### config.mk
export PLATFORM = sky130hd
export DESIGN_NAME = mem_arbiter_fill
export DESIGN_NICKNAME = d
export VERILOG_FILES = /design/src/rtl/mem_arb_pkg.sv /design/src/rtl/arb_select.sv /design/src/rtl/mem_arbiter_fill.sv
export SDC_FILE = /design/constraint.sdc
export NUM_CORES = 1
export LEC_CHECK = 0
export ABC_AREA = 1
export BUFFER_PORTS_ARGS = -buffer_cell sky130_fd_sc_hd__buf_2
export CELL_PAD_IN_SITES_DETAIL_PLACEMENT = 1
export CELL_PAD_IN_SITES_GLOBAL_PLACEMENT = 1
export CORE_MARGIN = 5
export CORE_UTILIZATION = 24
export CTS_CLUSTER_SIZE = 8
export DETAILED_ROUTE_END_ITERATION = 7
export PLACE_DENSITY = 0.8
export REMOVE_ABC_BUFFERS = 1
export SYNTH_ARGS = -nofsm -noshare
export SYNTH_HDL_FRONTEND = slang
export SYNTH_HIERARCHICAL = 1
export SYNTH_SLANG_ARGS = --single-unit
### constraint.sdc
create_clock -name clk -period 1.8 [get_ports clk]
set_input_delay 0.36 -clock clk [delete_from_list [all_inputs] [get_ports clk]]
set_output_delay 0.36 -clock clk [all_outputs]
set_load 0.02 [all_outputs]
### src/rtl/mem_arb_pkg.sv
// ---------------------------------------------------------------------------
// mem_arb_pkg
// Shared state encoding and block geometry for the memory arbiter and the
// cache controllers that sit on either side of it.
// Revision: 1.0
// ---------------------------------------------------------------------------
`default_nettype none

package mem_arb_pkg;

    localparam int WORDS_PER_BLOCK = 8;
    localparam int WORD_IDX_W      = 3;
    localparam int BLOCK_OFFSET_W  = 4;

    typedef enum logic [1:0] {
        IDLE   = 2'd0,
        FILL_I = 2'd1,
        FILL_D = 2'd2,
        WRITE  = 2'd3
    } arb_state_t;

    function automatic logic is_fill(input arb_state_t s);
        return (s == FILL_I) || (s == FILL_D);
    endfunction

endpackage

`default_nettype wire

### src/rtl/arb_select.sv
// ---------------------------------------------------------------------------
// arb_select
// Combinational winner pick between the I-side and D-side requests; returns
// the state the arbiter should enter from IDLE. Tie policy is set by the
// optional ARB_ROUND_ROBIN_EN macro (undefined: D-side always wins ties).
// Revision: 1.0
// ---------------------------------------------------------------------------
`default_nettype none

module arb_select
    import mem_arb_pkg::*;
(
    input  logic       i_req_i,
    input  logic       i_req_d,
    input  logic       i_d_wr,
    input  logic       i_last_i,
    output arb_state_t o_next_state
);

    logic w_pick_d;

    always_comb begin
        w_pick_d = i_req_d;
        if (i_req_d && i_req_i) begin
`ifdef ARB_ROUND_ROBIN_EN
            // Serve the side that did not complete most recently.
            w_pick_d = i_last_i;
`else
            w_pick_d = 1'b1;
`endif
        end

        o_next_state = IDLE;
        if (w_pick_d) begin
            o_next_state = i_d_wr ? WRITE : FILL_D;
        end else if (i_req_i) begin
            o_next_state = FILL_I;
        end
    end

`ifndef ARB_ROUND_ROBIN_EN
    logic w_unused;
    assign w_unused = i_last_i;
`endif

endmodule

`default_nettype wire

### src/rtl/mem_arbiter_fill.sv
// ---------------------------------------------------------------------------
// mem_arbiter_fill
// Shares one fixed-latency main memory between the I-cache fill path and the
// D-cache fill / write-through path. Optional macro: ARB_ROUND_ROBIN_EN.
// Revision: 1.0
// ---------------------------------------------------------------------------
`default_nettype none

module mem_arbiter_fill
    import mem_arb_pkg::*;
#(
    parameter int WORDS_PER_BLOCK = 8,
    parameter int ADDR_W          = 16,
    parameter int DATA_W          = 16
) (
    input  logic                               clk,
    input  logic                               rst,
    input  logic                               i_req,
    input  logic [ADDR_W-1:0]                  i_addr,
    input  logic                               d_req,
    input  logic                               d_wr,
    input  logic [ADDR_W-1:0]                  d_addr,
    input  logic [DATA_W-1:0]                  d_wdata,
    input  logic [DATA_W-1:0]                  mem_rdata,
    input  logic                               mem_rvalid,
    output logic                               i_grant,
    output logic                               d_grant,
    output logic [DATA_W-1:0]                  fill_data,
    output logic [$clog2(WORDS_PER_BLOCK)-1:0] fill_word,
    output logic                               i_fill_we,
    output logic                               d_fill_we,
    output logic                               i_done,
    output logic                               d_done,
    output logic                               mem_en,
    output logic                               mem_wr,
    output logic [ADDR_W-1:0]                  mem_addr,
    output logic [DATA_W-1:0]                  mem_wdata,
    output logic                               busy
);

    localparam int c_idx_w = $clog2(WORDS_PER_BLOCK);
    localparam int c_cnt_w = c_idx_w + 1;
    localparam int c_off_w = c_idx_w + 1;
    localparam logic [c_cnt_w-1:0] c_words = c_cnt_w'(WORDS_PER_BLOCK);
    localparam logic [c_cnt_w-1:0] c_last  = c_cnt_w'(WORDS_PER_BLOCK - 1);

    arb_state_t                 r_state;
    arb_state_t                 w_next_state;
    arb_state_t                 w_arb_state;
    logic [c_cnt_w-1:0]         r_issue_cnt;
    logic [c_cnt_w-1:0]         r_recv_cnt;
    logic [ADDR_W-1:c_off_w]    r_blk_addr;
    logic                       r_last_i;
    logic                       r_i_grant;
    logic                       r_d_grant;
    logic                       w_fill;
    logic                       w_issue;
    logic                       w_accept;
    logic                       w_last;

    arb_select u_arb_select (
        .i_req_i      (i_req),
        .i_req_d      (d_req),
        .i_d_wr       (d_wr),
        .i_last_i     (r_last_i),
        .o_next_state (w_arb_state)
    );

    assign w_fill   = is_fill(r_state);
    assign w_issue  = w_fill && (r_issue_cnt < c_words);
    // Reads beyond the block, or outside a fill, are dropped here.
    assign w_accept = w_fill && mem_rvalid && (r_recv_cnt < c_words);
    assign w_last   = w_accept && (r_recv_cnt == c_last);

    always_comb begin
        w_next_state = r_state;
        mem_en       = 1'b0;
        mem_wr       = 1'b0;
        mem_addr     = '0;
        mem_wdata    = '0;
        i_fill_we    = 1'b0;
        d_fill_we    = 1'b0;
        i_done       = 1'b0;
        d_done       = 1'b0;

        case (r_state)
            IDLE: begin
                w_next_state = w_arb_state;
            end
            WRITE: begin
                mem_en       = 1'b1;
                mem_wr       = 1'b1;
                mem_addr     = {d_addr[ADDR_W-1:1], 1'b0};
                mem_wdata    = d_wdata;
                d_done       = 1'b1;
                w_next_state = IDLE;
            end
            FILL_I, FILL_D: begin
                if (w_issue) begin
                    mem_en   = 1'b1;
                    mem_addr = {r_blk_addr, r_issue_cnt[c_idx_w-1:0], 1'b0};
                end
                if (w_accept) begin
                    i_fill_we = (r_state == FILL_I);
                    d_fill_we = (r_state == FILL_D);
                end
                if (w_last) begin
                    i_done       = (r_state == FILL_I);
                    d_done       = (r_state == FILL_D);
                    w_next_state = IDLE;
                end
            end
            default: begin
                w_next_state = IDLE;
            end
        endcase
    end

    always_ff @(posedge clk or posedge rst) begin
        if (rst) begin
            r_state     <= IDLE;
            r_issue_cnt <= '0;
            r_recv_cnt  <= '0;
            r_blk_addr  <= '0;
            r_last_i    <= 1'b1;
            r_i_grant   <= 1'b0;
            r_d_grant   <= 1'b0;
        end else begin
            r_state   <= w_next_state;
            r_i_grant <= (w_next_state == FILL_I);
            r_d_grant <= (w_next_state == FILL_D) || (w_next_state == WRITE);

            if (w_next_state == IDLE) begin
                r_issue_cnt <= '0;
                r_recv_cnt  <= '0;
            end else begin
                if (w_issue) begin
                    r_issue_cnt <= r_issue_cnt + 1'b1;
                end
                if (w_accept) begin
                    r_recv_cnt <= r_recv_cnt + 1'b1;
                end
            end

            if (r_state == IDLE && w_next_state == FILL_I) begin
                r_blk_addr <= i_addr[ADDR_W-1:c_off_w];
            end else if (r_state == IDLE && w_next_state == FILL_D) begin
                r_blk_addr <= d_addr[ADDR_W-1:c_off_w];
            end

            if (i_done) begin
                r_last_i <= 1'b1;
            end else if (d_done) begin
                r_last_i <= 1'b0;
            end
        end
    end

    assign i_grant   = r_i_grant;
    assign d_grant   = r_d_grant;
    assign busy      = (r_state != IDLE);
    assign fill_data = w_accept ? mem_rdata : '0;
    assign fill_word = r_recv_cnt[c_idx_w-1:0];

    // Block-offset bits of the fill addresses and the store byte bit are don't-care.
    logic w_unused;
    assign w_unused = ^{i_addr[c_off_w-1:0], d_addr[0]};

endmodule

`default_nettype wire

==> Word level (Yosys, flattened, before mapping) <==
Cells that the tools add are included.
{ "totals": {"inputBits": 70, "out_inout_bits": 60, "elab_cells": 60, "ff_bits": 24} }
{ "op_classes": {"n_addsub": 2, "n_eq_ne": 7, "mux": 27, "reduce_logical": 16, "magnitude_cmp": 2} }
{ "ops": {"columns": ["operator", "count"], "rows": [
  ["2-to-1 mux 16 bit", 3],
  ["one-hot mux 16 bit (2 select lines)", 1],
  ["2-to-1 mux 12 bit", 2],
  ["2-to-1 mux 4 bit", 4],
  ["2-to-1 mux 1 bit", 12],
  ["adder 4 x 1 -> 4 bit (second input constant)", 2],
  ["equality test 2 bit (second input constant)", 4],
  ["less-than comparator 4 bit (second input constant)", 2],
  ["nonzero test 2 bit", 4],
  ["logical AND 1 bit", 7],
  ["one-hot mux 2 bit (3 select lines)", 1],
  ["equality test 2 x 1 -> 1 bit (second input constant)", 2],
  ["equality test 4 x 3 -> 1 bit (second input constant)", 1],
  ["zero test 2 bit", 2],
  ["2-to-1 mux 2 bit", 2],
  ["one-hot mux 1 bit (2 select lines)", 2],
  ["logical OR 1 bit", 2],
  ["OR reduction 2 bit", 1]
]} }

==> Logic depth before layout (Yosys ltp) <==
Gate-level depths: netlist (run 1).
{ "logic_depth": {"depth_word": 11, "mapped_depth": 10, "depth_no_buf": 9} }

==> Cells and area by module <==
Netlist (run 1), hierarchy kept.
{ "by_module_without_submodules": {"columns": ["mod", "area_per_inst_um2", "n_inst", "cells_each"], "rows": [
  ["mem_arbiter_fill", 1851.8, 1, 277],
  ["arb_select", 26.3, 1, 6]
]} }

==> Least setup slack after synthesis (run 1) <==
Ideal clock, no wire load.
{ "synth_timing": {"path_type": "register to output", "start": "register r_state[0]", "end": "output mem_addr[2]", "stages_incl_launch_ff": 8, "arrival_ns": 1.567, "slack_ns": -0.127, "t_required_ns": 1.440, "path_buffers": 1, "cell_sequence": "dfrtp_1 -> inv_1 -> ha_1 -> inv_1 -> nor2_4 -> buf_4 -> nand2_1 -> a21oi_1"} }
{ "synth_via": {"elab_chain_len": 5, "word_cells_on_any_way": 8, "cone_classes": "eq/ne: 3; mux: 2; reduce/logical: 3"} }
{ "synth_lines": {"columns": ["item", "line_no", "text"], "rows": [
  ["start: declaration", "mem_arbiter_fill.sv:47", "arb_state_t r_state;"],
  ["start signal: assignment", "mem_arbiter_fill.sv:129", "r_state <= w_next_state;"],
  ["equality test 2 x 1 -> 1 bit or equality test 2 bit (tied branches)", "mem_arb_pkg.sv:23, mem_arbiter_fill.sv:86", null],
  ["logical OR 1 bit", "mem_arb_pkg.sv:23", "return (s == FILL_I) || (s == FILL_D);"],
  ["logical AND 1 bit", "mem_arbiter_fill.sv:70", "assign w_issue = w_fill && (r_issue_cnt < c_words);"],
  ["2-to-1 mux 16 bit", "mem_arbiter_fill.sv:99", "if (w_issue) begin"],
  ["one-hot mux 16 bit (2 select lines) (*)", "mem_arbiter_fill.sv:86", "case (r_state)"],
  ["end: declaration", "mem_arbiter_fill.sv:36", "output logic [ADDR_W-1:0] mem_addr,"]
]} }
Mark *: on every way between the ends. The rest lies on a longest branch, timed or not.

==> Worst setup path in the final report (run 1) <==
Ends and elaborated chain as after synthesis.

==> metrics.cfg, run 1 <==
[outcome]
status=complete, but fails checks
violations=setup timing

[critical_path]
worstSetupPathType=flop to primary output
end_kind=primary output
crit_path_frequent_cell=inv_2
slowest_stage=dfrtp_1
slowest_delay_ns=0.37
arrival_ns=1.76
path_max_fanout=7
startpoint_type=flop
cp.required_ns=1.44
crit_chain=inv_2 > ha_4 > inv_2 > nor2_4 > buf_6 > buf_16 > nand2_2 > a21oi_2 > buf_4

[route]
drt_iter0_markers=27
finalWirelength_um=8310
vias=2317
drt_pass1_iterations=4
ant_nets=0
wl_per_cell_um=15.7
via_per_inst=4.39
drcViolationCount=0

[cells_and_area]
layout-drive-gt1-share_pct=59.9
final_cells=528
area.sequential_um2=601
num-fill-cells=931
area_delta_synth_final_pct=100
multi_input_area_um2=1300
nNetsFinal=503
n_antenna_cell=0
finish.instance_area_um2=3690

[floorplanning]
pin_count=130
initial_core_util_pct=24.2
die_w_um=97.7
rows=32
die-area_um2=9540
design.core.area_um2=7610
die_h_um=97.7

[yosys]
synthCells=280
yosys_warnings=6
syn-cell-area_um2=1840
syn-mean-instance-area_um2=6.59

[clock_tree]
clk_pin_slew_worst_paths_ns=0.09
cts_tree=yes
cts_inserted_buffers=3
htree_levels=1
clock_path_buffers=2
clk_latency_ns=0.27
cts_hold_buf=0
cts.sinks=24
cts_root_buffer=clkbuf_8

[timing]
layout_setup_ws_ns=-0.323
hold_violations=0
clock.fmax_mhz=471
setup_viol=54
rsz0062_at_grt=true
finalClockSkew_ns=0.00163
finalCritPeriodShare_pct=118
min_period_ns=2.12
finalMaxSlewViolations=0

[grt]
grt_pass1_wl_um=11800
antenna_found_initial=0
overflow=0
grt_use_total_pct=14.8
first_global_vias=2520
grt_max_degree=25

[placed_design]
dp_cells=504
portBuffers=123
dp_hpwl_um=5290
gp_congestion=0.779
dpl_cell_area_um2=2620

[pwr]
irDropWorstVdd_mv=0.664
p_leak_nw=1.98
powerDensity_nw_per_um2=1580

[job]
drv_cap=0

[worst_hold_path]
min_path_type=input port to async pin

==> critical path: cells and delay by family (launching register included) <==
| kind | cells | cell delay (ns) |
|---|---|---|
| buffers and inverters | 5 | 0.52 |
| DFF | 1 | 0.37 |
| adders and majority gates | 1 | 0.29 |
| and+or+nand+nor | 2 | 0.19 |
| AOI/OAI and AO/OA | 1 | 0.13 |
==> registers in the layout, summed over array words and instances (netlist names) <==
name         count
r_blk_addr      12
d_grant          1
r_state          2
r_recv_cnt       4
r_issue_cnt      4
i_grant          1
==> timing repair <==
item                                    in CTS  in global routing
resized for setup                          109                110
pin swaps                                    4                 14
setup buffers                                9                  5
endpoints found under the setup margin      52                 61
cloned                                       3                  4
==> stage by stage <==
step	hold slack (ns)	power (mW)	setup TNS (ns)	worst slack [ns]	util [%]
floorplan	0.375	2.43	-6.26	-0.209	-
global placement	0.426	3.46	-0.745	-0.0620	34.5
detailed placement	0.430	3.55	-1.88	-0.0954	34.5
CTS	0.131	5.01	-9.69	-0.273	41.7
global route	0.155	6.21	-16.47	-0.412	48.5
finish	0.124	5.82	-11.61	-0.323	48.5
==> cell type report <==
cell class | count | area share (%)
clock inverters | 1 | 0.814
inverters | 54 | 5.56
well taps | 102 | 3.46
multi-input cells | 185 | 35.2
repair buffers | 159 | 37.6
clock buffers | 3 | 1.12
flip-flops and latches | 24 | 16.3
==> power by group <==
group / internal (mW) / switching (mW) / total, mW / leakage (nW)
combinational: 2.11 / 2.34 / 4.45 / 1.65
clock: 0.297 / 0.180 / 0.478 / 0.0357
sequential: 0.735 / 0.158 / 0.893 / 0.295
total: 3.14 / 2.68 / 5.82 / 1.98
==> layout by cell type, fill, tap and decap left out, types with 2 or more instances in the layout <==
| cell type | count |
|---|---|
| xnor2_1 | 2 |
| ha_1 | 4 |
| nand2_8 | 2 |
| a21oi_1 | 3 |
| nand2_2 | 21 |
| buf_4 | 28 |
| a21oi_4 | 4 |
| inv_2 | 9 |
| ha_4 | 2 |
| nor2_4 | 15 |
| clkbuf_16 | 3 |
| nor2_2 | 8 |
| clkbuf_8 | 3 |
| a31oi_1 | 7 |
| dfrtp_1 | 24 |
| buf_2 | 70 |
| buf_16 | 3 |
| buf_12 | 5 |
| inv_1 | 44 |
| a21oi_2 | 14 |
| o21ai_0 | 5 |
| nand2_1 | 55 |
| a41oi_1 | 2 |
| nand2_4 | 13 |
| buf_6 | 49 |
| nor2_1 | 22 |
==> routing by layer <==
metal / part of all wire [%] / GRT usage [%]
met5: 0 / 0
met4: 0.95 / 3.62
met3: 5.8 / 3.59
met2: 58 / 28.8
met1: 36 / 15.7
==> final timing paths <==
path,cells after the start,slack [ns],endpoint,start
setup / recovery,9,-0.32,mem_addr[2],r_state[0]
hold / removal,3,0.12,d_grant,rst
setup reg to reg,11,0,r_recv_cnt[2],r_state[0]
hold reg to reg,2,0.57,r_blk_addr[9],r_blk_addr[9]
max in group asynchronous,3,1.44,r_blk_addr[15],rst
min in group clk,3,0.34,r_blk_addr[9],i_addr[9]
Power figures use the tool's default switching activity.
==> run 2: changes to the inputs <==
SYNTH_HIERARCHICAL = default   (was 1)
==> run 2 against run 1 <==
  * The flow still finishes with violations (setup timing)
  * Sequential power up 6.0%
  * Clock power decreased by 28%
  * Clock skew barely moved
  * Sequential share of layout area decreased by 1.8 points
  * Fmax decreased by 3.5%
  * Total power rose by 22%
  * Global-route usage grew 3.6 points
  * Setup slack got worse by 0.076 ns
  * Design area up 12%
  * Via count up 17%
  * Register-to-register slack got worse by 0.38 ns
  * Critical path type unchanged
  * Critical endpoint is now fill_data[6]
==> metrics.cfg, run 2 <==
[timing]
finalCritPeriodShare_pct=122
clock.fmax_mhz=455
finalMaxSlewViolations=0
hold_violations=0
finalClockSkew_ns=0.00206
setup_viol=74
layout_setup_ws_ns=-0.399
min_period_ns=2.20
rsz0062_at_grt=true

[clock_tree]
cts.sinks=24
htree_levels=1
clock_path_buffers=2
cts_inserted_buffers=3
clk_latency_ns=0.28
cts_tree=yes
cts_hold_buf=0
cts_root_buffer=clkbuf_8
clk_pin_slew_worst_paths_ns=0.09

[pwr]
irDropWorstVdd_mv=0.603
total_power_mw=7.08
powerDensity_nw_per_um2=1710
p_leak_nw=2.25

[critical_path]
end_kind=primary output
reg2reg_from=r_state[0]
cp.required_ns=1.44
rr_worst_depth=13
path_max_fanout=10
r2r_slack_ns=-0.38
arrival_ns=1.84
r2r_end=r_blk_addr[5]
startpoint_type=flop
worstSetupPathType=flop to primary output

[cells_and_area]
max_flop_register=r_blk_addr
mostFrequentLayoutCell=buf_2
layout-drive-gt1-share_pct=62.5
finish.instance_area_um2=4140
area_delta_synth_final_pct=111
nNetsFinal=556
layout_common_cells=77 x buf_2, 65 x inv_1, 62 x nand2_1
largest_register_ffs=12
top_regs=r_blk_addr: 12 flops, r_issue_cnt: 4 flops, r_recv_cnt: 4 flops

[route]
drt_iter0_markers=103
vias=2713
finalWirelength_um=11200
via_per_inst=4.65
drcViolationCount=0
wl_per_cell_um=19.2
ant_nets=0
drt_pass1_iterations=4

[placed_design]
gp_congestion=0.766
dpl_cell_area_um2=2870
dp_hpwl_um=5870
portBuffers=123

[yosys]
syn-cell-area_um2=1960
synth_edf_count=0
ys_types=27
synthFlopType=dfrtp_1
synth.yosys.seq_area_share_pct=30.6
synth_async_sr_flop_share_pct=100
syn-mean-instance-area_um2=6.31
synth_common_cells=85 x nand2_1, 70 x inv_1, 32 x nor2_1, 25 x nand3_1, 24 x dfrtp_1
synth-seq-cells=24
yosysTopAreaCell=dfrtp_1
yosysMostFrequentCell=nand2_1
synth_top_area_share_pct=30.6
synthTopCellsByArea=dfrtp_1 31%, nand2_1 16%, inv_1 13%
synthCells=311
yosys_warnings=0

[floorplanning]
initial_core_util_pct=24.3
pin_count=130
design.core.area_um2=8090
die-area_um2=10100
die_h_um=100
die_w_um=100
rows=33

[grt]
antenna_found_initial=1
grt_pass1_wl_um=14800
grt_max_degree=25
grt_use_total_pct=18.4
overflow=0
first_global_vias=2900

[outcome]
status=complete, but fails checks
violations=setup timing

[job]
drv_cap=0

[worst_hold_path]
min_path_type=input port to async pin

## run 2: what timing repair did
action,CTS,global route
gates cloned,6,2
pin swaps,30,37
resized for setup,189,61
setup endpoints to repair,73,75
buffers inserted,16,15
## run 2: worst max-delay path by stage
| stage | start | end | slack (ns) | depth (start not counted) |
|---|---|---|---|---|
| after CTS | r_state[1] | mem_addr[4] | -0.26 | 8 |
| after detailed placement | r_state[1] | fill_data[8] | -0.20 | 8 |
| after global placement | r_state[0] | r_blk_addr[7] | -0.09 | 11 |
| after floorplan | r_state[1] | mem_addr[1] | -0.50 | 6 |
| after global routing | r_state[0] | fill_data[6] | -0.45 | 8 |
| final | r_state[0] | fill_data[6] | -0.40 | 8 |
## run 2: area by class of cell
class,count,area [um^2]
clock buffer,3,41.3
sequential,24,601
tap,105,131
timing repair buffer,179,1480
fill,1005,3950
multi-input combinational,197,1550
timing repair inverter,1,30.0
inverter,73,308
antenna,1,2.50
## run 2: critical path: stages, from the launching register on
cell       delay [ns]
dfrtp_1          0.39
inv_2            0.10
ha_4             0.32
nand2_4          0.08
nor2_8           0.14
buf_12           0.18
clkinv_16        0.09
nor2_2           0.12
buf_6            0.13
## run 2: cells by family (layout without fill, tap and decap cells)
logic type               Yosys count  count (layout)  synth area share, %
AO/OA/AOI/OAI                     22              22                 6.50
XOR/XNOR                           2               2                0.892
adder cells (fa/ha/maj)            7               7                 4.46
buffers and inverters             91             256                 19.3
flip-flops                        24              24                 30.6
other                              1               2                0.191
AND/OR/NAND/NOR                  164             165                 38.1
## run 2: through the flow
step                utilization, %  std cells  hold WS, ns  TNS [ns]  setup slack [ns]
floorplan                        -        293        0.375    -18.41            -0.498
global placement              35.5        550        0.433     -2.75           -0.0917
detailed placement            35.5        550        0.438     -6.47            -0.200
CTS                           46.9        572        0.142    -11.74            -0.264
global route                  51.2        583        0.172    -24.35            -0.446
finish                        51.2        583        0.128    -21.06            -0.399
## run 2: where the power goes
group	leakage (nW)	internal, mW	switching (mW)
sequential	0.309	0.754	0.193
clock	0.0216	0.151	0.191
combinational	1.92	2.53	3.26
total	2.25	3.44	3.64
## run 2: layer usage
metal / vias to the layer above / GRT usage [%] / share of wire [%]
li1: 1265 / - / -
met1: 1337 / 20.8 / 35
met2: 81 / 35.1 / 57
met3: 30 / 3.61 / 4.5
met4: 0 / 4.15 / 3.2
met5: - / 0 / 0
